===== src/rtl/alu_ctrl.sv =====
// Multi-cycle issue controller for the combinational ALU: IDLE -> READ -> EXEC -> WB, 4-entry register file.
// Optional zero flag is built only when ALU_CTRL_ZFLAG_EN is defined; otherwise zflag is tied low.
module alu_ctrl #(
    parameter int DW    = 8,
    parameter int NREGS = 4
) (
    input  logic          clk,
    input  logic          rst_n,
    input  logic          in_valid,
    output logic          in_ready,
    input  logic [15:0]   in_instr,
    input  logic          in_imm,
    output logic [3:0]    alu_op,
    output logic [DW-1:0] alu_a,
    output logic [DW-1:0] alu_b,
    input  logic [DW-1:0] alu_out,
    output logic          done,
    output logic [DW-1:0] result,
    output logic          zflag,
    input  logic [1:0]    dbg_addr,
    output logic [DW-1:0] dbg_data
);

    localparam logic [3:0] ALUOP_ADD = 4'h0;

    typedef enum logic [1:0] {
        IDLE = 2'd0,
        READ = 2'd1,
        EXEC = 2'd2,
        WB   = 2'd3
    } state_t;

    state_t          state_reg, state_next;
    logic [15:0]     instr_reg;
    logic            imm_sel_reg;
    logic [3:0]      op_reg;
    logic [DW-1:0]   a_reg, b_reg;
    logic [DW-1:0]   res_q;
    logic [DW-1:0]   result_reg;
    logic [DW-1:0]   rf_reg [NREGS];

    logic [1:0]      rd, ra, rb;
    logic [DW-1:0]   imm_val;
    logic            accept;

    assign rd      = instr_reg[11:10];
    assign ra      = instr_reg[9:8];
    assign rb      = instr_reg[1:0];
    assign imm_val = DW'(instr_reg[7:0]);

    assign accept   = in_valid && (state_reg == IDLE);
    assign in_ready = (state_reg == IDLE);
    assign done     = (state_reg == WB);

    always_ff @(posedge clk or negedge rst_n) begin
        if (!rst_n) begin
            state_reg <= IDLE;
        end else begin
            state_reg <= state_next;
        end
    end

    always_comb begin
        state_next = state_reg;
        case (state_reg)
            IDLE:    if (accept) state_next = READ;
            READ:    state_next = EXEC;
            EXEC:    state_next = WB;
            WB:      state_next = IDLE;
            default: state_next = IDLE;
        endcase
    end

    // Instruction is only latched on the handshake; in_valid is ignored while busy.
    always_ff @(posedge clk or negedge rst_n) begin
        if (!rst_n) begin
            instr_reg   <= '0;
            imm_sel_reg <= 1'b0;
        end else if (accept) begin
            instr_reg   <= in_instr;
            imm_sel_reg <= in_imm;
        end
    end

    // ALU drive registers hold their values everywhere except READ.
    always_ff @(posedge clk or negedge rst_n) begin
        if (!rst_n) begin
            op_reg <= ALUOP_ADD;
            a_reg  <= '0;
            b_reg  <= '0;
        end else if (state_reg == READ) begin
            op_reg <= instr_reg[15:12];
            a_reg  <= rf_reg[ra];
            b_reg  <= imm_sel_reg ? imm_val : rf_reg[rb];
        end
    end

    always_ff @(posedge clk or negedge rst_n) begin
        if (!rst_n) begin
            res_q      <= '0;
            result_reg <= '0;
        end else if (state_reg == EXEC) begin
            res_q      <= alu_out;
            result_reg <= alu_out;
        end
    end

    // One write port: each entry loads res_q at the WB closing edge when addressed by rd.
    genvar gi;
    generate
        for (gi = 0; gi < NREGS; gi++) begin : g_rf
            localparam logic [1:0] IDX = 2'(gi);
            always_ff @(posedge clk or negedge rst_n) begin
                if (!rst_n) begin
                    rf_reg[gi] <= '0;
                end else if (state_reg == WB && rd == IDX) begin
                    rf_reg[gi] <= res_q;
                end
            end
        end
    endgenerate

`ifdef ALU_CTRL_ZFLAG_EN
    logic zflag_reg;
    always_ff @(posedge clk or negedge rst_n) begin
        if (!rst_n) begin
            zflag_reg <= 1'b0;
        end else if (state_reg == WB) begin
            zflag_reg <= (res_q == '0);
        end
    end
    assign zflag = zflag_reg;
`else
    assign zflag = 1'b0;
`endif

    assign alu_op   = op_reg;
    assign alu_a    = a_reg;
    assign alu_b    = b_reg;
    assign result   = result_reg;
    assign dbg_data = rf_reg[dbg_addr];

endmodule


===== config.mk =====
export PLATFORM = sky130hd
export DESIGN_NAME = alu_ctrl
export DESIGN_NICKNAME = d
export VERILOG_FILES = /design/src/rtl/alu_ctrl.sv
export SDC_FILE = /design/constraint.sdc
export NUM_CORES = 1
export LEC_CHECK = 0
export ABC_AREA = 1
export BUFFER_PORTS_ARGS = -buffer_cell sky130_fd_sc_hd__buf_2
export CORE_MARGIN = 4
export CORE_UTILIZATION = 54
export DETAILED_ROUTE_END_ITERATION = 10
export GPL_TIMING_DRIVEN = 0
export PLACE_DENSITY_LB_ADDON = 0.15
export RECOVER_POWER = 100
export SYNTH_ARGS = -nofsm -noshare
export SYNTH_HDL_FRONTEND = slang
export SYNTH_SLANG_ARGS = --single-unit

===== constraint.sdc =====
create_clock -name clk -period 4.2 [get_ports clk]
set_clock_uncertainty 0.15 [all_clocks]
set_input_delay 0.21 -clock clk [delete_from_list [all_inputs] [get_ports clk]]
set_output_delay 0.21 -clock clk [all_outputs]
set_load 0.03 [all_outputs]

# Yosys cells after proc, flatten, opt, wreduce, memory -nomap -nowiden
# Cells that the tools add are included.
[totals] reg_bits=79 latch_bits=0 ramBits=0 romBits=0 inputBits=30 out_inout_bits=39 wordCells=43 n_memories=0
[op_classes] n_addsub=0 multipliers=0 n_div=0 magnitude_cmp=3 eq_ne=7 shift=0 mux=12 n_bitwise=3 reduce_logical=7
[op_table] op="8-bit two-way mux" count=7
[op_table] op="8-bit binary-select mux with 2-bit select" count=3
[op_table] op="3-bit greater-or-equal comparator (second input constant)" count=3
[op_table] op="2-bit NOT with 3-bit output" count=3
[op_table] op="2-bit equality test (second input constant)" count=4
[op_table] op="2-bit one-hot mux with 4 select lines" count=1
[op_table] op="1-bit logical AND" count=5
[op_table] op="2-bit by 1-bit equality test with 1-bit output (second input constant)" count=2
[op_table] op="2-bit logical NOT" count=2
[op_table] op="2-bit two-way mux" count=1
[op_table] op="2-bit by 1-bit inequality test with 1-bit output (second input constant)" count=1

# Longest topological paths before layout
# Gate-level depths: netlist (run 1).
[depth] word_depth=5 depth_mapped=9 mapped_depth_nobuf=7

# Worst setup path before layout (run 1)
# Ideal clock, no wire load.
[synth_timing] path_type="register to register" startpoint="register state_reg[0]" endpoint="register instr_reg[12]" setup_ns=0.125 arrival_time_ns=1.489 t_required_ns=3.925 path_slack_ns=2.436 path_stages_with_launch=6 n_path_buf=1 period_less_slack_ns=1.764 path_cell_list="dfrtp_1 -> inv_1 -> ha_1 -> nand2_2 -> buf_6 -> mux2_4"
[synth_between] elab_chain_len=2
[synth_rtl] element="start: declaration" line="33" rtl="state_t state_reg, state_next;"
[synth_rtl] element="start signal: assignment" line="59" rtl="state_reg <= state_next;"
[synth_rtl] element="2-bit logical NOT"
[synth_rtl] element="net in_ready" line="10" rtl="output logic in_ready,"
[synth_rtl] element="1-bit logical AND" line="51" rtl="assign accept = in_valid && (state_reg == IDLE);"
[synth_rtl] element="end signal: assignment" line="80" rtl="instr_reg <= in_instr;"
[synth_rtl] element="end: declaration" line="34" rtl="logic [15:0] instr_reg;"
# The timed path passes the listed nets, and every way through them passes these cells.
# A chain may end at the register's enable or synchronous reset.

# Final worst setup path (run 1)
[layout_timing] startpoint="register state_reg[0]" endpoint="register instr_reg[14]"
[layout_between] elab_chain_len=2
[layout_rtl] element="2-bit logical NOT" line="51"
[layout_rtl] element="1-bit logical AND" line="51"
# Every way passes these cells.

==> results of run 1 <==
==> stage by stage <==
stage / hold WS [ps] / instance area (sq um) / cells / util, % / total power [mW]
5_1_grt: 56.00 / 4697 / 694 / 68.38 / 4.113
2_1_floorplan: -235.6 / 3857 / 489 / - / 2.735
4_1_cts: 30.18 / 4788 / 694 / 69.71 / 3.863
3_5_place_dp: 14.76 / 4343 / 653 / 63.22 / 3.290
6_report: 27.07 / 4697 / 694 / 68.38 / 3.786
3_3_place_gp: 268.5 / 4313 / 652 / 62.79 / 3.227
==> per-layer routing <==
metal  vias to the layer above  track usage [%]
met3                        20            3.656
met1                      1663            32.68
met4                         0            9.530
met5                         -                0
met2                       129            39.88
li1                       1763                -
==> critical path, cell delays in order (launching register included) <==
cell,delay [ps]
dfrtp_1,380
inv_1,80
ha_1,240
nand2_1,290
clkbuf_1,480
mux2_1,380
==> placed cells by master, fill, tap and decap left out, types with 2 or more instances in the layout <==
cell type	n
ha_1	4
clkbuf_8	9
nand3_1	20
inv_1	29
clkinv_2	3
dlygate4sd3_1	26
nand4_1	2
o22ai_1	8
inv_2	4
mux2_1	4
clkbuf_1	48
a21oi_1	11
dfrtp_1	79
buf_2	33
buf_6	4
buf_4	4
o21ai_0	64
nand2_1	172
mux2_2	5
nor2_1	63
==> worst paths after layout <==
path | start | end | slack (ps)
setup / recovery | state_reg[0]$_DFFE_PN0P_ | instr_reg[14]$_DFFE_PN0P_ | 2070
hold / removal | in_valid | state_reg[1]$_DFFE_PN0P_ | 30
setup reg to reg | state_reg[0]$_DFFE_PN0P_ | instr_reg[14]$_DFFE_PN0P_ | 2070
hold reg to reg | alu_op[3]$_DFFE_PN0N_ | alu_op[3]$_DFFE_PN0N_ | 330
max in group asynchronous | rst_n | instr_reg[1]$_DFFE_PN0P_ | 2280
min in group asynchronous | rst_n | alu_a[6]$_DFFE_PN0N_ | 660
==> report_power, final <==
group	total [mW]	internal, mW	switching [mW]
logic	1.81	0.576	1.24
clock network	0.544	0.270	0.274
registers	1.43	1.13	0.301
total	3.79	1.98	1.81
==> cells by family (layout without fill, tap and decap cells) <==
| kind of cell | count (synthesis) | count (layout) |
|---|---|---|
| multiplexers | 9 | 9 |
| buffers and inverters | 55 | 164 |
| AO/OA/AOI/OAI | 84 | 84 |
| adder cells (fa/ha/maj) | 4 | 4 |
| flip-flops | 79 | 79 |
| other | 1 | 1 |
| AND/OR/NAND/NOR | 257 | 257 |
==> cell type report <==
class	instances	area [sq um]	area share, %
repair buffers	94	574.3	12.23
clock buffers	9	123.9	2.637
multi-input cells	355	1583	33.70
well taps	96	120.1	2.557
flip-flops and latches	79	1977	42.09
clock inverters	6	61.31	1.305
plain buffers	22	133.9	2.850
inverters	33	123.9	2.637
==> reports/metrics.yaml, run 1 <==
path_max_fanout: 10
track_usage_pct: 24.37
fin_nets: 628
grt_pass1_vias: 3543
routed.top_layer: "met4"
met2WireLength_mm: 4.609
syn_area_per_cell_sq_um: 7.888
wl_met3_microns: 554
critPathRequiredTime_ps: 4280
crit_arrival_ps: 2210
drive_above_1_share_pct: 11.04
cp-start-kind: "register"
ios: 69
die_h_microns: 92.52
finalWorstSetupSlack_ps: 2075
synth_top_family_by_area: "simple AND/OR/NAND/NOR gates"
async_reset_ff_share_pct: 100.0
max_freq_ghz: 0.4706
drt_iter0_drc: 246
pre_cts_slack_ps: 2511
viasPerCell: 5.151
ir_drop_uv: 403.8
ctsLongestPathBuffers: 2
relSlewSlack_pct: -8.570
outcome: "finished, violations left"
synth-edff-count: 0
cts.repair.resized: 0
numCtsBuffers: 9
synth-simple-area-share_pct: 25.85
gp_congestion: 0.8765
grt_pass1_wl_mm: 16.63
largest_reg_flops: 32
synth_seq_cells: 79
rows: 30
drc: 0
p_leak_nw: 2.344
violations: "max-capacitance violations, max-slew violations"
worst_slew_pin_slew_ps: 1629
cts-htree-levels: 3
ys.flop_type: "dfrtp_1"
nFillCells: 633
r2r_cells: 5
hold_class: "input pin to register"
path_clk_slew_ps: 80
end_kind: "register"
rsz0062_at_grt: "no"
initial_core_util_pct: 56.16
yosysTopAreaCell: "dfrtp_1"
num_vias: 3575
drt-total-wl_mm: 9.769
yosys-mux-area-fraction_pct: 3.017
synth_compound_area_share_pct: 11.22
tns_ps: 0
hold_violations: 0
synth.area.top_cells: "dfrtp_1 51%, nand2_1 17%, o21ai_0 8.3%, nor2_1 6.1%, inv_1 2.7%"
p_per_area_nw_per_um2: 806.1
whs_path_depth: 4
insertion_delay_ps: 340
synth.most_common_cell: "nand2_1"
drtPass1Iterations: 5
area_growth_pct: 21.76
portBuffers: 67
synth_xor_area_share_pct: 0
ant_nets: 0
grt_max_degree: 51
cts_hold_buf: 26
synth.top_cell.area_share_pct: 51.25
path_class: "register to register"
setup_viol: 0
overflow: 0
fp.dieW_microns: 92.52
period_share_pct: 50.60
cts_sinks: 79
antennaDiodeCount: 0
max_cap_viol_count: 1
antenna_found_initial: 0
drv_slew: 30
cts_root_buffer: "clkbuf_8"
wl_per_cell_microns: 14.08
wl_met1_mm: 4.399
min_period_ps: 2125
syn_nets: 523
ys_types: 20
yosysWarnings: 0
post_cts_buffers: 0
core-area_sq_um: 6869
ys_top_cells_by_count: "171 x nand2_1, 79 x dfrtp_1, 64 x o21ai_0"
netlist_instances: 489
fp.dieArea_sq_um: 8560
netlist_area_sq_um: 3857
dp_hpwl_mm: 7.088
synthAdderAreaFrac_pct: 1.297
cts_tree: "yes"
seq_area_frac_synth_pct: 51.25
Note: power is estimated with default switching activity, not from simulation.
==> run 2: changes to the inputs <==
Settings changed: CORE_UTILIZATION 54 to 50.
Clock period 4.2 ns to 1.9 ns, I/O delays scaled along.
==> run 2 against run 1 <==
Effect of this change: the run now ends clean; final cell count is 0.58% higher; total power up 120%; critical endpoint is now dbg_data[2]; sequential power rose by 120%; wire length up 0.95%; critical path type is now register to output port; highest routed layer unchanged.
==> reports/metrics.yaml, run 2 (synthesized netlist as in run 1, its figures left out) <==
rsz0062_at_grt: "no"
path_clk_slew_ps: 80
wl_per_cell_microns: 14.13
p_sw_mw: 4.003
grt_pass1_wl_mm: 16.30
core-area_sq_um: 7370
ant_nets: 0
max_cap_viol_count: 0
relSlewSlack_pct: 38.91
antennaDiodeCount: 0
path_class: "register to output port"
fp.dieW_microns: 95.84
cts_hold_buf: 27
seq_area_sq_um: 1977
largest_reg_flops: 32
cts.repair.resized: 0
worst_slew_pin_slew_ps: 916.4
crit_arrival_ps: 1460
setup_viol: 0
fp.dieArea_sq_um: 9184
viasPerCell: 5.033
cts_tree: "yes"
period_share_pct: 89.86
rows: 31
max_freq_ghz: 0.5857
hold_class: "input pin to asynchronous set/reset pin"
antenna_found_initial: 0
p_int_mw: 4.298
pwr-share-comb_pct: 48.4
nFillCells: 694
final_util_pct: 63.87
gp_congestion: 0.8784
cp_slowest_cell: "dfrtp_1"
max_stage_delay_ps: 440
p_leak_nw: 2.353
switching_share_pct: 48.22
initial_core_util_pct: 52.34
numCtsBuffers: 9
grt_max_degree: 44
min_period_ps: 1707
die_h_microns: 95.84
cts-htree-levels: 3
multi_input_area_sq_um: 1589
seq_power_share_pct: 38.3
drt_iter0_drc: 342
drt-total-wl_mm: 9.862
critPathRequiredTime_ps: 1650
overflow: 0
p_clk_share_pct: 13.3
area_growth_pct: 22.02
dp_hpwl_mm: 7.237
end_kind: "output port"
fin_nets: 629
insertion_delay_ps: 350
outcome: "completed"
drive_above_1_share_pct: 12.19
track_usage_pct: 23.13
path_max_fanout: 4
ctsLongestPathBuffers: 2
hold_violations: 0
final_cell_mix: "171 x nand2_1, 79 x dfrtp_1, 64 x o21ai_0, 63 x nor2_1, 44 x clkbuf_1"
drtPass1Iterations: 5
cts_sinks: 79
drv_slew: 0
final_common_cell: "nand2_1"
num_vias: 3513
grt_pass1_vias: 3399
tns_ps: 0
portBuffers: 67
crit_chain: "o21ai_0 -> o22ai_1 -> clkbuf_1"
drc: 0
cts_root_buffer: "clkbuf_8"
cp-start-kind: "register"
ir_drop_uv: 910.1
ios: 69
post_cts_buffers: 0
p_per_area_nw_per_um2: 1763
run 2: worst max-delay path: cells and delay by family (launching register included):
kind                   cells  cell delay [ps]
flip-flops                 1              440
buffers and inverters      1              350
AO/OA/AOI/OAI              2              330
run 2: final timing paths:
path / from / end / slack (ps) / cells past startpoint
min reg2reg: instr_reg[13]$_DFFE_PN0P_ / alu_op[1]$_DFFE_PN0N_ / 320 / 2
min in group clk: instr_reg[13]$_DFFE_PN0P_ / alu_op[1]$_DFFE_PN0N_ / 320 / 2
min: rst_n / alu_a[5]$_DFFE_PN0N_ / 250 / 2
max: rf_reg[18]$_DFFE_PN0P_ / dbg_data[2] / 190 / 3
max reg2reg: state_reg[1]$_DFFE_PN0P_ / alu_b[7]$_DFFE_PN0N_ / 210 / 6
max in group asynchronous: rst_n / result[7]$_DFFE_PN0N_ / 620 / 3
run 2: power groups by stage:
stage          clock (mW)  sequential, mW  combinational (mW)
2_1_floorplan           0            3.51                2.53
5_1_grt              1.21            3.28                4.56
6_report             1.11            3.18                4.02
3_3_place_gp            0            3.15                4.03
4_1_cts              1.13            3.14                4.19
3_5_place_dp            0            3.17                4.12
run 2: layer usage:
metal  track usage, %  wire length, microns  up-vias
met5                0                     0        -
met4            9.005                   235        0
met3            4.535                   571       22
met2            36.19                  4504      120
met1            31.79                  4550     1611
li1                 -                     -     1760
run 2: cell type report:
class	count	area share [%]
clock buffers	10	2.924
flip-flops and latches	79	42.00
repair buffers	95	12.28
well taps	99	2.632
multi-input cells	355	33.76
clock inverters	5	0.7177
inverters	33	2.632
plain buffers	22	3.057
run 2: through the flow:
stage          power, mW  hold WS, ps  instances  cell area [sq um]  setup slack [ps]
6_report           8.301        250.9        698               4707             192.6
5_1_grt            9.055        337.9        698               4707             39.93
4_1_cts            8.459        105.4        698               4781             198.8
3_5_place_dp       7.288       -59.10        656               4339             226.5
3_3_place_gp       7.173        153.3        655               4317             23.47
2_1_floorplan      6.045       -350.6        489               3857             135.6
==> run 3: changes to the inputs <==
Clock period 1.9 ns to 1.5 ns, I/O delays scaled along.
==> run 3 against run 2 <==
Effect of this change: the run now ends with negative setup slack left; utilization up 7.1 points; first-iteration DRC count is 34% lower; critical path depth grew 2; sequential power rose by 28%; wire length grew 12%.
==> reports/metrics.yaml, run 3 (synthesized netlist as in run 1, its figures left out) <==
p_int_mw: 6.454
final_common_cell: "nand2_1"
r2r_end: "instr_reg[14]$_DFFE_PN0P_"
cts-htree-levels: 3
ctsLongestPathBuffers: 2
drt-total-wl_mm: 11.02
reg2reg_slack_ps: -30
nFillCells: 588
min_period_ps: 1535
hold_violations: 0
cp-start-kind: "register"
grt_pass1_vias: 3378
crit_chain: "inv_2 -> ha_4 -> nand2_8 -> buf_8 -> mux2_4"
path_class: "register to register"
max_freq_ghz: 0.6515
cp_slowest_cell: "dfrtp_1"
fp.dieArea_sq_um: 9184
largest_reg_flops: 32
max_cap_viol_count: 0
drv_slew: 0
dp_hpwl_mm: 7.301
p_leak_nw: 2.625
max_stage_delay_ps: 430
rsz0062_at_grt: "yes"
finalPower_mw: 11.98
setup_viol: 15
initial_core_util_pct: 52.34
rows: 31
period_share_pct: 102.3
seq_power_share_pct: 33.9
num_vias: 3738
critPathRequiredTime_ps: 1590
wl_per_cell_microns: 15.07
cts_tree: "yes"
placed_cells: 656
relSlewSlack_pct: 33.58
ant_nets: 0
cp_top_family: "flip-flops"
p_sw_mw: 5.524
track_usage_pct: 24.02
p_clk_share_pct: 13.3
drtPass1Iterations: 5
insertion_delay_ps: 350
viasPerCell: 5.114
overflow: 0
antenna_found_initial: 0
hold_class: "input pin to asynchronous set/reset pin"
worst_slew_pin_slew_ps: 996.3
end_kind: "register"
die_h_microns: 95.84
cts_sinks: 79
gp_congestion: 0.9490
path_clk_slew_ps: 80
final_cell_mix: "171 x nand2_1, 73 x dfrtp_1, 57 x nor2_1, 53 x o21ai_0, 45 x buf_4"
drive_above_1_share_pct: 23.73
numCtsBuffers: 9
drt_iter0_drc: 225
outcome: "finished, violations left"
finalNonFillerCells: 731
grt_pass1_wl_mm: 16.89
violations: "negative setup slack"
drc: 0
crit_arrival_ps: 1620
finalWorstSetupSlack_ps: -34.98
cts_root_buffer: "clkbuf_8"
path_max_fanout: 7
ios: 69
p_per_area_nw_per_um2: 2289
pwr-share-comb_pct: 52.8
hold_slack_ps: 259.5
crit_buf_inv: 2
fp.dieW_microns: 95.84
fin_nets: 662
core-area_sq_um: 7370
portBuffers: 67
switching_share_pct: 46.12
rr_startpoint: "state_reg[1]$_DFFE_PN0P_"
antennaDiodeCount: 0
area_growth_pct: 35.68
grt_max_degree: 42
ir_drop_uv: 1580
r2r_cells: 5
[run 3: cell count changes in the layout (fill, tap and decap cells not counted), moves of 6 or more]
cell	change
nor2_1	-6
buf_4	+41
clkbuf_1	-16
o21ai_0	-11
dfrtp_2	+6
dfrtp_1	-6
o21ai_1	+10
[run 3: layout make-up]
cell class	count	area, sq um	share of cell area [%]
multi-input combinational	355	1745	33.35
buffer	22	176.4	3.371
inverter	33	126.4	2.415
sequential	79	1984	37.92
clock inverter	5	56.30	1.076
tap	99	123.9	2.367
timing repair buffer	128	883.3	16.88
clock buffer	10	137.6	2.630
[run 3: worst max path at each step]
stage | startpoint | end | cells past startpoint
final | state_reg[1]$_DFFE_PN0P_ | instr_reg[14]$_DFFE_PN0P_ | 5
after global routing | state_reg[1]$_DFFE_PN0P_ | instr_reg[14]$_DFFE_PN0P_ | 5
after global placement | rst_n | state_reg[1]$_DFFE_PN0P_ | 1
after detailed placement | state_reg[1]$_DFFE_PN0P_ | alu_b[0]$_DFFE_PN0N_ | 6
after floorplan | state_reg[1]$_DFFE_PN0P_ | instr_reg[12]$_DFFE_PN0P_ | 5
after CTS | state_reg[0]$_DFFE_PN0P_ | rf_reg[25]$_DFFE_PN0P_ | 4
[run 3: what timing repair did]
action / 4_1_cts / 5_1_grt
cloned: 1 / 0
endpoints found under the setup margin: 61 / 83
hold buffers: 27 / 0
buffers inserted: 5 / 27
hold endpoints to repair: 106 / 0
gates resized for setup: 12 / 52
pin swaps: 2 / 5
[run 3: power by group through the flow]
stage               Sequential (mW)  Clock [mW]  Combinational [mW]
finish                         4.06        1.59                6.33
global route                   4.14        1.68                7.05
CTS                            4.00        1.61                5.59
detailed placement             4.05           0                5.26
global placement               4.02           0                5.15
floorplan                      4.46           0                3.26
[run 3: worst register-to-register path, cell delays in order (launching register included)]
cell and delay, ps:
dfrtp_1 430, inv_2 130, ha_4 190, nand2_8 80, buf_8 150, mux2_4 290
[run 3: per-stage QoR]
step / area, sq um / setup WS, ps / setup TNS, ps / utilization [%]
final: 5234 / -34.98 / -266.4 / 71.02
after global routing: 5234 / -96.64 / -2118 / 71.02
after CTS: 4932 / -66.50 / -1291 / 66.93
after detailed placement: 4359 / -189.8 / -3372 / 59.15
after global placement: 4337 / -342.0 / -29090 / 58.85
after floorplan: 3877 / 18.30 / 0 / -
[run 3: per-layer routing]
metal  vias up  global-route usage [%]  wire, microns
met5         -                       0              0
met4         0                   8.886            221
met3        15                   3.127            666
met2       135                   38.33           5256
met1      1758                   33.54           4874
li1       1830                       -              -
